[src/rtl/irrigation_pkg.sv]
// Shared types and code maps for the irrigation controller and its status decoder.
// Status codes here must stay in step with the 7-segment decoder's code map.
package irrigation_pkg;

  typedef enum logic [2:0] {
    ST_IDLE,
    ST_DRIP,
    ST_SPRINK,
    ST_REFILL,
    ST_FAULT
  } state_e;

  localparam logic [3:0] C_IDLE   = 4'b0000;
  localparam logic [3:0] C_DRIP   = 4'b0001;
  localparam logic [3:0] C_SPRINK = 4'b0010;
  localparam logic [3:0] C_REFILL = 4'b0011;
  localparam logic [3:0] C_FAULT  = 4'b0100;

  localparam logic [1:0] SOIL_WET   = 2'b00;
  localparam logic [1:0] SOIL_MOIST = 2'b01;
  localparam logic [1:0] SOIL_DRY   = 2'b10;
  localparam logic [1:0] SOIL_FAULT = 2'b11;

  // A broken moisture probe or contradictory float switches both mean the sensors cannot be trusted.
  function automatic logic sensors_bad(input logic [1:0] soil_f, input logic low_f, input logic full_f);
    return (soil_f == SOIL_FAULT) || (low_f && full_f);
  endfunction

endpackage

[src/rtl/sensor_debounce.sv]
// Two-flop synchronizer plus stability filter: the output follows the synchronized
// input only after it has held one value for DEBOUNCE_CYCLES cycles (2 + DEBOUNCE_CYCLES total).
module sensor_debounce #(
  parameter int WIDTH           = 1,
  parameter int DEBOUNCE_CYCLES = 4
) (
  input  logic             clk,
  input  logic             rst,
  input  logic [WIDTH-1:0] raw_i,
  output logic [WIDTH-1:0] filt_o
);

  localparam int            CW       = $clog2(DEBOUNCE_CYCLES + 1);
  localparam logic [CW-1:0] CNT_DONE = CW'(DEBOUNCE_CYCLES);

  logic [WIDTH-1:0] meta_q;
  logic [WIDTH-1:0] sync_q;
  logic [WIDTH-1:0] cand_q, cand_d;
  logic [WIDTH-1:0] filt_q, filt_d;
  logic [CW-1:0]    cnt_q, cnt_d;

  always_comb begin
    cand_d = cand_q;
    cnt_d  = cnt_q;
    filt_d = filt_q;
    if (sync_q == filt_q) begin
      cnt_d = '0;
    end else begin
      // A different candidate value restarts the stability run at its first cycle.
      if (sync_q != cand_q) begin
        cand_d = sync_q;
        cnt_d  = CW'(1);
      end else begin
        cnt_d = cnt_q + CW'(1);
      end
      if (cnt_d == CNT_DONE) begin
        filt_d = sync_q;
        cnt_d  = '0;
      end
    end
  end

  always_ff @(posedge clk or posedge rst) begin
    if (rst) begin
      meta_q <= '0;
      sync_q <= '0;
      cand_q <= '0;
      filt_q <= '0;
      cnt_q  <= '0;
    end else begin
      meta_q <= raw_i;
      sync_q <= meta_q;
      cand_q <= cand_d;
      filt_q <= filt_d;
      cnt_q  <= cnt_d;
    end
  end

  assign filt_o = filt_q;

endmodule

[src/rtl/irrigation_ctrl.sv]
// Irrigation controller: debounced sensors drive a Moore FSM that owns the drip valve,
// sprinkler valve, refill pump, alarm and status code; outputs move one cycle after the filtered inputs.
module irrigation_ctrl
  import irrigation_pkg::*;
#(
  parameter int DEBOUNCE_CYCLES   = 4,
  parameter int MAX_IRRIG_CYCLES  = 1000,
  parameter int MAX_REFILL_CYCLES = 2000
) (
  input  logic       clk,
  input  logic       rst,
  input  logic       enable,
  input  logic [1:0] soil,
  input  logic       tank_low,
  input  logic       tank_full,
  input  logic       fault_clr,
  output logic       valve_drip,
  output logic       valve_sprink,
  output logic       pump_fill,
  output logic       alarm,
  output logic [3:0] C
);

  localparam int            MAX_CYC     = (MAX_IRRIG_CYCLES > MAX_REFILL_CYCLES) ?
                                          MAX_IRRIG_CYCLES : MAX_REFILL_CYCLES;
  localparam int            TW          = $clog2(MAX_CYC);
  localparam logic [TW-1:0] IRRIG_LAST  = TW'(MAX_IRRIG_CYCLES - 1);
  localparam logic [TW-1:0] REFILL_LAST = TW'(MAX_REFILL_CYCLES - 1);
  localparam logic [TW-1:0] TMR_SAT     = {TW{1'b1}};

  logic       en_f;
  logic [1:0] soil_f;
  logic       low_f;
  logic       full_f;

  sensor_debounce #(.WIDTH(1), .DEBOUNCE_CYCLES(DEBOUNCE_CYCLES)) u_deb_enable (
    .clk(clk), .rst(rst), .raw_i(enable), .filt_o(en_f)
  );
  sensor_debounce #(.WIDTH(2), .DEBOUNCE_CYCLES(DEBOUNCE_CYCLES)) u_deb_soil (
    .clk(clk), .rst(rst), .raw_i(soil), .filt_o(soil_f)
  );
  sensor_debounce #(.WIDTH(1), .DEBOUNCE_CYCLES(DEBOUNCE_CYCLES)) u_deb_low (
    .clk(clk), .rst(rst), .raw_i(tank_low), .filt_o(low_f)
  );
  sensor_debounce #(.WIDTH(1), .DEBOUNCE_CYCLES(DEBOUNCE_CYCLES)) u_deb_full (
    .clk(clk), .rst(rst), .raw_i(tank_full), .filt_o(full_f)
  );

  state_e        state_q, state_d;
  logic [TW-1:0] timer_q, timer_d;
  logic          drip_q, drip_d;
  logic          sprink_q, sprink_d;
  logic          pump_q, pump_d;
  logic          alarm_q, alarm_d;
  logic [3:0]    code_q, code_d;
  logic          bad;
  logic          timeout;

  always_comb begin
    state_d  = state_q;
    timer_d  = timer_q;
    drip_d   = 1'b0;
    sprink_d = 1'b0;
    pump_d   = 1'b0;
    alarm_d  = 1'b0;
    code_d   = C_IDLE;
    bad      = sensors_bad(soil_f, low_f, full_f);
    timeout  = (((state_q == ST_DRIP) || (state_q == ST_SPRINK)) && (timer_q == IRRIG_LAST)) ||
               ((state_q == ST_REFILL) && (timer_q == REFILL_LAST));

    if (state_q == ST_FAULT) begin
      if (fault_clr && !bad) state_d = ST_IDLE;
    end else if (bad || timeout) begin
      state_d = ST_FAULT;
    end else begin
      unique case (state_q)
        ST_IDLE: begin
          if (en_f) begin
            if (low_f)                     state_d = ST_REFILL;
            else if (soil_f == SOIL_DRY)   state_d = ST_SPRINK;
            else if (soil_f == SOIL_MOIST) state_d = ST_DRIP;
          end
        end
        ST_DRIP: begin
          if (!en_f || (soil_f == SOIL_WET)) state_d = ST_IDLE;
          else if (low_f)                    state_d = ST_REFILL;
          else if (soil_f == SOIL_DRY)       state_d = ST_SPRINK;
        end
        // Moist soil keeps sprinkling; there is deliberately no step back down to drip.
        ST_SPRINK: begin
          if (!en_f || (soil_f == SOIL_WET)) state_d = ST_IDLE;
          else if (low_f)                    state_d = ST_REFILL;
        end
        // A refill always runs to the full switch, regardless of enable.
        ST_REFILL: begin
          if (full_f) state_d = ST_IDLE;
        end
        default: state_d = ST_IDLE;
      endcase
    end

    if (state_d != state_q) begin
      timer_d = '0;
    end else if (((state_q == ST_DRIP) || (state_q == ST_SPRINK) || (state_q == ST_REFILL)) &&
                 (timer_q != TMR_SAT)) begin
      timer_d = timer_q + TW'(1);
    end

    unique case (state_d)
      ST_DRIP:   begin drip_d   = 1'b1; code_d = C_DRIP;   end
      ST_SPRINK: begin sprink_d = 1'b1; code_d = C_SPRINK; end
      ST_REFILL: begin pump_d   = 1'b1; code_d = C_REFILL; end
      ST_FAULT:  begin alarm_d  = 1'b1; code_d = C_FAULT;  end
      default:   code_d = C_IDLE;
    endcase
  end

  always_ff @(posedge clk or posedge rst) begin
    if (rst) begin
      state_q  <= ST_IDLE;
      timer_q  <= '0;
      drip_q   <= 1'b0;
      sprink_q <= 1'b0;
      pump_q   <= 1'b0;
      alarm_q  <= 1'b0;
      code_q   <= C_IDLE;
    end else begin
      state_q  <= state_d;
      timer_q  <= timer_d;
      drip_q   <= drip_d;
      sprink_q <= sprink_d;
      pump_q   <= pump_d;
      alarm_q  <= alarm_d;
      code_q   <= code_d;
    end
  end

  assign valve_drip   = drip_q;
  assign valve_sprink = sprink_q;
  assign pump_fill    = pump_q;
  assign alarm        = alarm_q;
  assign C            = code_q;

endmodule
[config.mk]
export PLATFORM = sky130hd
export DESIGN_NAME = irrigation_ctrl
export DESIGN_NICKNAME = d
export VERILOG_FILES = /design/src/rtl/irrigation_pkg.sv /design/src/rtl/sensor_debounce.sv /design/src/rtl/irrigation_ctrl.sv
export SDC_FILE = /design/constraint.sdc
export NUM_CORES = 1
export LEC_CHECK = 0
export CORE_MARGIN = 10
export CORE_UTILIZATION = 53
export DETAILED_ROUTE_END_ITERATION = 10
export GPL_TIMING_DRIVEN = 0
export PLACE_DENSITY = 0.71
export SYNTH_ARGS = -nofsm -noshare
export SYNTH_HDL_FRONTEND = slang
export SYNTH_HIERARCHICAL = 1
export SYNTH_SLANG_ARGS = --single-unit
[constraint.sdc]
create_clock -name clk -period 2.1 [get_ports clk]
set_input_delay 0.42 -clock clk [delete_from_list [all_inputs] [get_ports clk]]
set_output_delay 0.42 -clock clk [all_outputs]
set_load 0.02 [all_outputs]
==> run_results.csv <==
group,metric,value,unit
run_status,status,"complete, but fails checks",
run_status,violations,"negative setup slack",
yosys,syn-cell-area,2620,um2
setup_path,r2r_cells,7,
die,initial_utilization,0.551,
global_route,antenna_found_initial,0,
power,p_int,1.85,mW
sta,report.final.slew_viol_count,0,
yosys,synth_area_per_cell,11.2,um2
placed_design,placed_cell_area,2860,um2
power,seq_power_share,0.488,
sta,rsz0062_at_grt,"yes",
global_route,overflow,0,
drt,first_pass_iters,4,
die,dieHeight,90.3,um
cells_and_area,instances_no_fill,333,
placed_design,dp_slack,-0.270,ns
placed_design,dp_cells,314,
worst_hold_path,hp-class,"flip-flop to flip-flop",
yosys,synth.net_count,246,
power,ir_drop,507,uV
global_route,grt_pass1_wl,8.22,mm
power,netSwitchingFraction,0.304,
power,power_frac_comb,0.253,
placed_design,gp_routability_congestion,0.778,
cts,cts_made_buffers,5,
sta,finalSetupViolations,11,
worst_hold_path,min_from,"u_deb_soil/meta_q[1]",
drt,vias,1766,
power,switchingPower,0.807,mW
yosys,synth_cells,233,
cells_and_area,nNetsFinal,278,
cts,clk_latency,0.31,ns
setup_path,critPathKind,"flip-flop to flip-flop",
power,p_leak,1.36,nW
drt,drc,0,
cells_and_area,area_delta_synth_final,18.3,%
setup_path,setup.worst_path.start,"u_deb_soil/filt_o[1]",
yosys,synth_flop_cell,"dfrtp_1",
die,dieWidth,90.3,um
drt,drtIter0Drc,63,
sta,fmax,459,MHz
yosys,yosys_register_bits,53,
die,core_area,4750,um2
sta,worstMarginPinSlew,0.808,ns
flow_run,maxCapViolCount,0,
cts,htree_num_levels,2,
cts,root_buffer,"clkbuf_8",
drt,drt.antenna.violating_nets,0,
sta,skew,0.00867,ns
cells_and_area,fin_area,3100,um2
global_route,grt.total_usage,0.119,
cts,cts_max_path_buffers,2,
sta,finalHoldViolCount,0,
cts,cts_sinks,53,
sta,relSlewSlack,0.460,
sta,layout_setup_ws,-0.0797,ns
cts,cts_tree,"done",
cells_and_area,diodes,0,
setup_path,cp_data_required_time,2.33,ns
yosys,synth-edff-count,0,
setup_path,rr_startpoint,"u_deb_soil/filt_o[1]",
sta,post-route-period-util,1.04,
placed_design,numPortBuffers,14,
worst_hold_path,worstHoldPathCells,0,
die,dieArea,8150,um2
placed_design,hpwl,3.17,mm
cts,clk_pin_slew,0.10,ns
yosys,synth_cell_types,55,
global_route,grt_pass1_vias,1790,
global_route,grt_start_max_net_pins,22,
sta,layout_min_cycle_time,2.18,ns
setup_path,crit_fanout,5,
cells_and_area,fillers,391,
drt,routed_via_density,5.30,
setup_path,end_kind,"flip-flop",
setup_path,crit_arrival,2.41,ns
power,clockPowerShare,0.260,
yosys,async_flop_share,1.00,
power,powerDensity,859,nW/um2
yosys,ys_seq_area_frac,0.507,
setup_path,startpoint_type,"flip-flop",
drt,routed_wl,4.52,mm
yosys,yosys_warnings,6,
die,rows,25,
die,ios,16,
sta,whs,0.358,ns
cells_and_area,drive_above_1_share,0.226,
sta,final.setup.tns,-0.629,ns
drt,routedWlPerCell,13.6,um
area by class of cell:
| class | instances | area (um2) | area share |
|---|---|---|---|
| flip-flops and latches | 53 | 1330 | 0.430 |
| clock buffers | 5 | 68.8 | 0.0222 |
| multi-input cells | 162 | 1230 | 0.398 |
| plain buffers | 7 | 73.8 | 0.0238 |
| inverters | 11 | 41.3 | 0.0133 |
| well taps | 67 | 83.8 | 0.0271 |
| clock inverters | 3 | 46.3 | 0.0150 |
| repair buffers | 25 | 220 | 0.0711 |
routing by layer:
metal | up-vias | global-route usage | part of all wire
li1 | 875 | - | -
met4 | 0 | 0.0504 | 0.019
met3 | 11 | 0.0366 | 0.033
met1 | 856 | 0.149 | 0.49
met2 | 24 | 0.186 | 0.46
met5 | - | 0 | 0
per-stage QoR:
stage               utilization  power, mW
global placement          0.601       1.91
global route              0.651       2.84
finish                    0.651       2.66
CTS                       0.643       2.66
detailed placement        0.601       1.94
floorplan                     -       1.79
power groups by stage:
stage	logic [mW]	clock network [mW]	registers [mW]
final	0.671	0.691	1.30
after global routing	0.764	0.750	1.32
after CTS	0.661	0.706	1.30
after detailed placement	0.613	0	1.32
after global placement	0.595	0	1.31
after floorplan	0.500	0	1.29
flip-flops by register name, summed over array words and instances (netlist names), 2 cells and up:
register and flops:
u_deb_full/cnt_q 3, u_deb_soil/cnt_q 3, u_deb_soil/cand_q 2, u_deb_low/cnt_q 3, u_deb_enable/cnt_q 3, C 3
u_deb_soil/filt_o 2, timer_q 11, state_q 3, u_deb_soil/meta_q 2, u_deb_soil/sync_q 2
kinds of logic after synthesis:
group,share of synthesized area
adder cells (fa/ha/maj),0.0239
buffers and inverters,0.0397
flip-flops,0.507
AO/OA/AOI/OAI,0.112
AND/OR/NAND/NOR,0.223
other,0.00143
multiplexers,0.0163
XOR/XNOR,0.0770
cell usage after synthesis (4+ instances only):
cell type / instances / share of area
dfrtp_1: 53 / 0.51
o21ai_0: 14 / 0.027
xnor2_1: 12 / 0.040
inv_1: 11 / 0.016
xor2_1: 11 / 0.037
nand2_1: 10 / 0.014
nor2_1: 10 / 0.014
nor3_2: 9 / 0.034
nand3_1: 8 / 0.015
nor2b_1: 8 / 0.019
a21oi_1: 7 / 0.013
nor3_1: 7 / 0.013
ha_1: 5 / 0.024
or2_2: 4 / 0.0096
worst paths after layout:
path,to,slack (ns)
max in group asynchronous,timer_q[0],0.87
worst max-delay path,timer_q[0],-0.08
worst max register to register,timer_q[0],-0.08
worst min register to register,u_deb_soil/sync_q[1],0.36
worst min-delay path,u_deb_soil/sync_q[1],0.36
min in group asynchronous,u_deb_enable/cnt_q[1],0.49
critical path: stages, from the launching register on:
cell and delay [ns]:
dfrtp_2 0.45, nor2b_4 0.14, a2111o_1 0.43, a221oi_4 0.32, xnor2_1 0.09, o32a_1 0.35
buf_6 0.16, nor3_4 0.16
cells in the final DEF (no fill, tap or decap), types with 7 or more instances in the layout:
| master | Yosys | layout |
|---|---|---|
| clkdlybuf4s50_1 | 0 | 14 |
| nor3_2 | 9 | 8 |
| xnor2_1 | 12 | 12 |
| dfrtp_1 | 53 | 50 |
| nor2b_1 | 8 | 7 |
| xor2_1 | 11 | 10 |
| o21ai_0 | 14 | 14 |
| nand2_1 | 10 | 10 |
| buf_4 | 2 | 11 |
| a21oi_1 | 7 | 7 |
| nand3_1 | 8 | 8 |
| inv_1 | 11 | 11 |
| nor2_1 | 10 | 10 |
| nor3_1 | 7 | 7 |
repair_timing:
item	in CTS	in global routing
gates cloned	1	0
pin swaps	2	2
gates resized for setup	7	3
hold buffers	0	0
endpoints found under the setup margin	11	11
buffers inserted	7	3
Power figures use the tool's default switching activity.
